File: src/rtl/tile_mem_arbiter.sv
// Round-robin arbiter sharing the tile's single-port BRAM between the AXI indirect path and the core bus.
// One access in flight at a time; the WAIT state covers the BRAM read latency.
module tile_mem_arbiter #(
    parameter int unsigned BW     = 32,
    parameter int unsigned BWB    = BW / 8,
    parameter int unsigned MEM_AW = 12,
    parameter int unsigned RD_LAT = 1,
    parameter int unsigned CNT_W  = 16
) (
    input  logic              clk_line,
    input  logic              clk_line_rst_high,
    input  logic              axi_mem_valid,
    input  logic [31:0]       axi_mem_addr,
    input  logic [BW-1:0]     axi_mem_wdata,
    input  logic              axi_mem_we,
    output logic              axi_mem_ready,
    output logic [BW-1:0]     axi_mem_rdata,
    input  logic              cpu_mem_valid,
    input  logic [31:0]       cpu_mem_addr,
    input  logic [BW-1:0]     cpu_mem_wdata,
    input  logic [BWB-1:0]    cpu_mem_wstrb,
    output logic              cpu_mem_ready,
    output logic [BW-1:0]     cpu_mem_rdata,
    output logic              bram_en,
    output logic [BWB-1:0]    bram_we,
    output logic [MEM_AW-1:0] bram_addr,
    output logic [BW-1:0]     bram_din,
    input  logic [BW-1:0]     bram_dout,
    output logic [CNT_W-1:0]  axi_grant_cnt,
    output logic [CNT_W-1:0]  cpu_grant_cnt,
    output logic [CNT_W-1:0]  conflict_cnt
);

    localparam int unsigned LAT_W = (RD_LAT > 1) ? $clog2(RD_LAT) : 1;

    typedef enum logic [1:0] {IDLE, ISSUE, WAIT, RESP} state_t;

    state_t              state_q, state_d;
    logic [LAT_W-1:0]    wait_q, wait_d;
    logic                grant_cpu_q, grant_cpu_d;
    logic                in_range_q, in_range_d;
    logic                last_cpu_q, last_cpu_d;

    logic                pick_cpu;
    logic [31:0]         sel_addr;
    logic                sel_in_range;
    logic                conflict_inc;
    logic                en_d;
    logic [BWB-1:0]      we_d;
    logic [MEM_AW-1:0]   addr_d;
    logic [BW-1:0]       din_d;
    logic                capture;
    logic                resp_d;

    // State register
    always_ff @(posedge clk_line or posedge clk_line_rst_high) begin
        if (clk_line_rst_high) begin
            state_q <= IDLE;
        end else begin
            state_q <= state_d;
        end
    end

    // Next state, arbitration and next values of the registered BRAM/response outputs
    always_comb begin
        state_d      = state_q;
        wait_d       = wait_q;
        grant_cpu_d  = grant_cpu_q;
        in_range_d   = in_range_q;
        last_cpu_d   = last_cpu_q;
        conflict_inc = 1'b0;
        en_d         = 1'b0;
        we_d         = '0;
        addr_d       = bram_addr;
        din_d        = bram_din;
        capture      = 1'b0;
        resp_d       = 1'b0;

        // On a tie the requester that did not win last time goes first
        pick_cpu     = cpu_mem_valid && (!axi_mem_valid || !last_cpu_q);
        sel_addr     = pick_cpu ? cpu_mem_addr : axi_mem_addr;
        sel_in_range = (sel_addr >> (MEM_AW + 2)) == 32'd0;

        case (state_q)
            IDLE: begin
                if (axi_mem_valid || cpu_mem_valid) begin
                    state_d      = ISSUE;
                    wait_d       = '0;
                    grant_cpu_d  = pick_cpu;
                    last_cpu_d   = pick_cpu;
                    in_range_d   = sel_in_range;
                    conflict_inc = axi_mem_valid && cpu_mem_valid;
                    en_d         = sel_in_range;
                    if (sel_in_range) begin
                        we_d = pick_cpu ? cpu_mem_wstrb : {BWB{axi_mem_we}};
                    end
                    addr_d       = sel_addr[MEM_AW+1:2];
                    din_d        = pick_cpu ? cpu_mem_wdata : axi_mem_wdata;
                end
            end
            ISSUE: begin
                state_d = WAIT;
            end
            WAIT: begin
                if (wait_q == LAT_W'(RD_LAT - 1)) begin
                    state_d = RESP;
                    capture = 1'b1;
                    resp_d  = 1'b1;
                end else begin
                    wait_d = wait_q + LAT_W'(1);
                end
            end
            RESP: begin
                state_d = IDLE;
            end
            default: begin
                state_d = IDLE;
            end
        endcase
    end

    // Registered datapath, responses and saturating diagnostics
    always_ff @(posedge clk_line or posedge clk_line_rst_high) begin
        if (clk_line_rst_high) begin
            wait_q        <= '0;
            grant_cpu_q   <= 1'b0;
            in_range_q    <= 1'b0;
            last_cpu_q    <= 1'b1;
            bram_en       <= 1'b0;
            bram_we       <= '0;
            bram_addr     <= '0;
            bram_din      <= '0;
            axi_mem_ready <= 1'b0;
            cpu_mem_ready <= 1'b0;
            axi_mem_rdata <= '0;
            cpu_mem_rdata <= '0;
            axi_grant_cnt <= '0;
            cpu_grant_cnt <= '0;
            conflict_cnt  <= '0;
        end else begin
            wait_q        <= wait_d;
            grant_cpu_q   <= grant_cpu_d;
            in_range_q    <= in_range_d;
            last_cpu_q    <= last_cpu_d;
            bram_en       <= en_d;
            bram_we       <= we_d;
            bram_addr     <= addr_d;
            bram_din      <= din_d;
            axi_mem_ready <= resp_d && !grant_cpu_q;
            cpu_mem_ready <= resp_d && grant_cpu_q;

            // Out-of-range accesses never enabled the BRAM, so they read back as zero
            if (capture && !grant_cpu_q) begin
                axi_mem_rdata <= in_range_q ? bram_dout : '0;
            end
            if (capture && grant_cpu_q) begin
                cpu_mem_rdata <= in_range_q ? bram_dout : '0;
            end

            if (state_q == RESP) begin
                if (grant_cpu_q) begin
                    if (cpu_grant_cnt != '1) cpu_grant_cnt <= cpu_grant_cnt + CNT_W'(1);
                end else begin
                    if (axi_grant_cnt != '1) axi_grant_cnt <= axi_grant_cnt + CNT_W'(1);
                end
            end
            if (conflict_inc && (conflict_cnt != '1)) begin
                conflict_cnt <= conflict_cnt + CNT_W'(1);
            end
        end
    end

endmodule

File: config.mk
export PLATFORM = sky130hd
export DESIGN_NAME = tile_mem_arbiter
export DESIGN_NICKNAME = d
export VERILOG_FILES = /design/src/rtl/tile_mem_arbiter.sv
export SDC_FILE = /design/constraint.sdc
export NUM_CORES = 1
export LEC_CHECK = 0
export BUFFER_PORTS_ARGS = -buffer_cell sky130_fd_sc_hd__buf_2
export CAP_MARGIN = 20
export CORE_AREA = 2 2 128 130
export DETAILED_ROUTE_END_ITERATION = 7
export DIE_AREA = 0 0 130 132
export HOLD_SLACK_MARGIN = 0.15
export PLACE_DENSITY = 0.8
export SYNTH_ARGS = -nofsm -noshare
export SYNTH_HDL_FRONTEND = slang
export SYNTH_SLANG_ARGS = --single-unit
File: constraint.sdc
create_clock -name clk_line -period 15.3 [get_ports clk_line]
set_clock_uncertainty 0.2 [all_clocks]
set_input_delay 2.295 -clock clk_line [delete_from_list [all_inputs] [get_ports clk_line]]
set_output_delay 2.295 -clock clk_line [all_outputs]
set_load 0.005 [all_outputs]
==> impl_metrics.toml <==
[layout]
final_cells = 1265
drive_above_1_share_pct = 37.7
area_delta_synth_final_pct = 32.8
final_util_pct = 62.6
fin_nets = 1203

[synthesis]
yosysWarnings = 0
syn-instance-count = 713
ys_ff_latch = 168
synth_edf_count = 0
synth.net_count = 888
syn_area_sq_um = 7410
synthTopCellsByArea = "dfrtp_1 56%, nand2_1 8.1%, o21ai_0 7.4%, mux2i_1 5.9%, xor2_1 2.7%"
post-synth-top-area-cell = "dfrtp_1"
synth_area_per_cell_sq_um = 10.4
yosysSeqAreaShare_pct = 56.8
yosys.area.top_type_share_pct = 56.4
synth_cell_types = 50
synth_top_flop_cell = "dfrtp_1"
async_reset_ff_share_pct = 100

[floorplan]
dieArea_sq_um = 17200
core_sq_um = 15700
start_util_pct = 47.2
num_rows = 46
die_w_um = 130
die_h_um = 132
ios = 332

[sta]
worst_pin_slew_ns = 1.03
fin_setup_tns_ns = 0
fin_hold_ws_ns = 0.274
slew_viol_final = 0
period_minus_slack_ns = 3.95
hold_violations = 0
setup_ws_ns = 11.35
finalCritPeriodShare_pct = 25.8
maxSlewHeadroom_pct = 31.3
max_freq_mhz = 253
finalSetupViolCount = 0
rsz0062_at_grt = "no"

[power_and_ir_drop]
power_density_nw_per_um2 = 144
irDropWorstVdd_v = 0.000112
leakage_nw = 5.24

[drt]
wire_per_inst_um = 16.0
initialDrtViolationCount = 371
viasPerCell = 5.09
drcViolationCount = 0
ant_nets = 0
first_pass_iters = 5
wirelength_um = 20200
routed-via-count = 6442

[clock_network]
path_clk_slew_ns = 0.07
holdBufCountCts = 0
cts_tree = "yes"
cts_inserted_buffers = 17
clk_latency_ns = 0.42
numClockSinks = 168
cts_buffer_depth = 2
cts_resized = 0
cts_setup_buffers = 0
htreeDepth = 4
clockRootBuffer = "clkbuf_16"

[placed_design]
port_buffers = 327
placed_cells = 1224
place.gp.congestion = 0.848
dp_hpwl_um = 15000
dpl_worst_slack_ns = 10.88

[setup_path]
crit_arrival_ns = 4.11
crit_required_ns = 15.46
cp-start-kind = "input pin"
crit_path_max_fanout = 46
critPathKind = "in2reg"
worstSetupEndpointType = "flop"

[status]
status = "finished, final reports clean"

[run]
cap_violations = 0

[global_route]
grt_pass1_vias = 6165
grt_max_degree = 93
grt_pass1_wl_um = 31600
track_usage_pct = 23.6
grt.overflow.total = 0
antenna_found_initial = 8

[hold_path]
hold_path_class = "reg2reg"
cell usage after synthesis (2+ instances only):
cell	instances
buf_2	3
nand2_1	159
a21oi_1	6
and4_1	6
nor4_1	11
ha_1	6
a31oi_1	8
nor3_2	2
nor3b_1	2
nor2b_1	2
nor4_4	3
xnor2_1	14
nand2b_1	3
o2111ai_1	4
buf_4	4
mux2i_1	44
nand4_2	2
dfrtp_1	167
clkbuf_1	29
xor2_1	23
inv_1	7
a21o_1	4
nand3_1	16
and3_1	8
o311ai_0	2
nor2_1	15
or3_4	2
nor4_2	2
o21ai_0	110
nand4_1	11
nor3_1	10
nand3_2	4
o21a_1	3
o211ai_1	4
mux2_2	2
sequential cells by signal (all words and copies together) (netlist names):
register,flops
grant_cpu_q,1
state_q,2
conflict_cnt,16
cpu_mem_ready,1
cpu_grant_cnt,16
axi_mem_rdata,32
axi_mem_ready,1
in_range_q,1
bram_din,32
cpu_mem_rdata,32
last_cpu_q,1
bram_we,4
bram_addr,12
axi_grant_cnt,16
bram_en,1
power by group:
group / switching, mW / internal, mW
logic: 0.220 / 0.162
clock network: 0.194 / 0.219
registers: 0.0742 / 0.548
final cells by class:
type | count | area, sq um
Fill cell | 1322 | 5880
Sequential cell | 168 | 4210
Multi-Input combinational cell | 502 | 3050
Timing Repair Buffer | 332 | 1690
Clock buffer | 18 | 439
Tap cell | 216 | 270
Clock inverter | 14 | 133
Inverter | 7 | 31.3
Antenna cell | 8 | 20.0
kinds of logic (layout without fill, tap and decap cells):
| logic type | Yosys count | in the layout | share of synthesized area (%) |
|---|---|---|---|
| buffers and inverters | 43 | 371 | 2.43 |
| other | 0 | 8 | 0 |
| AO/OA/AOI/OAI | 146 | 146 | 10.8 |
| adder cells (fa/ha/maj) | 6 | 6 | 1.01 |
| XOR/XNOR | 37 | 37 | 4.37 |
| AND/OR/NAND/NOR | 266 | 266 | 18.1 |
| flip-flops | 168 | 168 | 56.8 |
| multiplexers | 47 | 47 | 6.45 |
final timing paths:
kind	startpoint	to	slack, ns	depth (start not counted)
worst max-delay path	cpu_mem_valid	bram_we[2]$_DFF_PP0_	11.35	6
min in group asynchronous	clk_line_rst_high	axi_mem_rdata[24]$_DFFE_PP0P_	1.83	2
worst min register to register	axi_mem_rdata[0]$_DFFE_PP0P_	axi_mem_rdata[0]$_DFFE_PP0P_	0.27	2
worst max register to register	state_q[0]$_DFFE_PP0P_	bram_we[2]$_DFF_PP0_	12.81	7
worst min-delay path	axi_mem_rdata[0]$_DFFE_PP0P_	axi_mem_rdata[0]$_DFFE_PP0P_	0.27	2
max in group asynchronous	clk_line_rst_high	axi_mem_rdata[26]$_DFFE_PP0P_	11.57	3
metal layers:
layer	GRT usage [%]	vias to the layer above	share of wire, %
li1	-	3124	-
met1	30.2	3017	43
met2	36.9	257	47
met3	6.66	44	6.9
met4	11.1	0	3.0
met5	0	-	0
layout by cell type, fill, tap and decap left out, drive strengths merged, types with 3 or more instances in the layout:
cell	count
nor2	16
clkinv	7
dfrtp	167
diode	8
nor4	16
buf	332
xnor2	14
and3	8
o211ai	4
a21o	4
nand3	20
clkbuf	18
nand4	14
o2111ai	4
ha	6
mux2	3
a21oi	6
and4	6
or2	3
nand2b	3
o21ai	111
xor2	23
nor3	13
inv	14
o21a	3
nand2	159
a31oi	8
mux2i	44
metrics by stage:
| step | total power, mW | cell area, sq um |
|---|---|---|
| CTS | 1.42 | 9800 |
| detailed placement | 1.01 | 9230 |
| global route | 1.51 | 9830 |
| finish | 1.42 | 9840 |
| global placement | 0.994 | 9230 |
| floorplan | 0.828 | 7410 |
critical path, cell delays in order:
cell,delay [ns]
buf_2,0.15
a21boi_4,0.18
buf_4,0.61
nand2b_1,0.18
nor3_2,0.49
a21o_1,0.20
(Power assumes the default switching activity.)
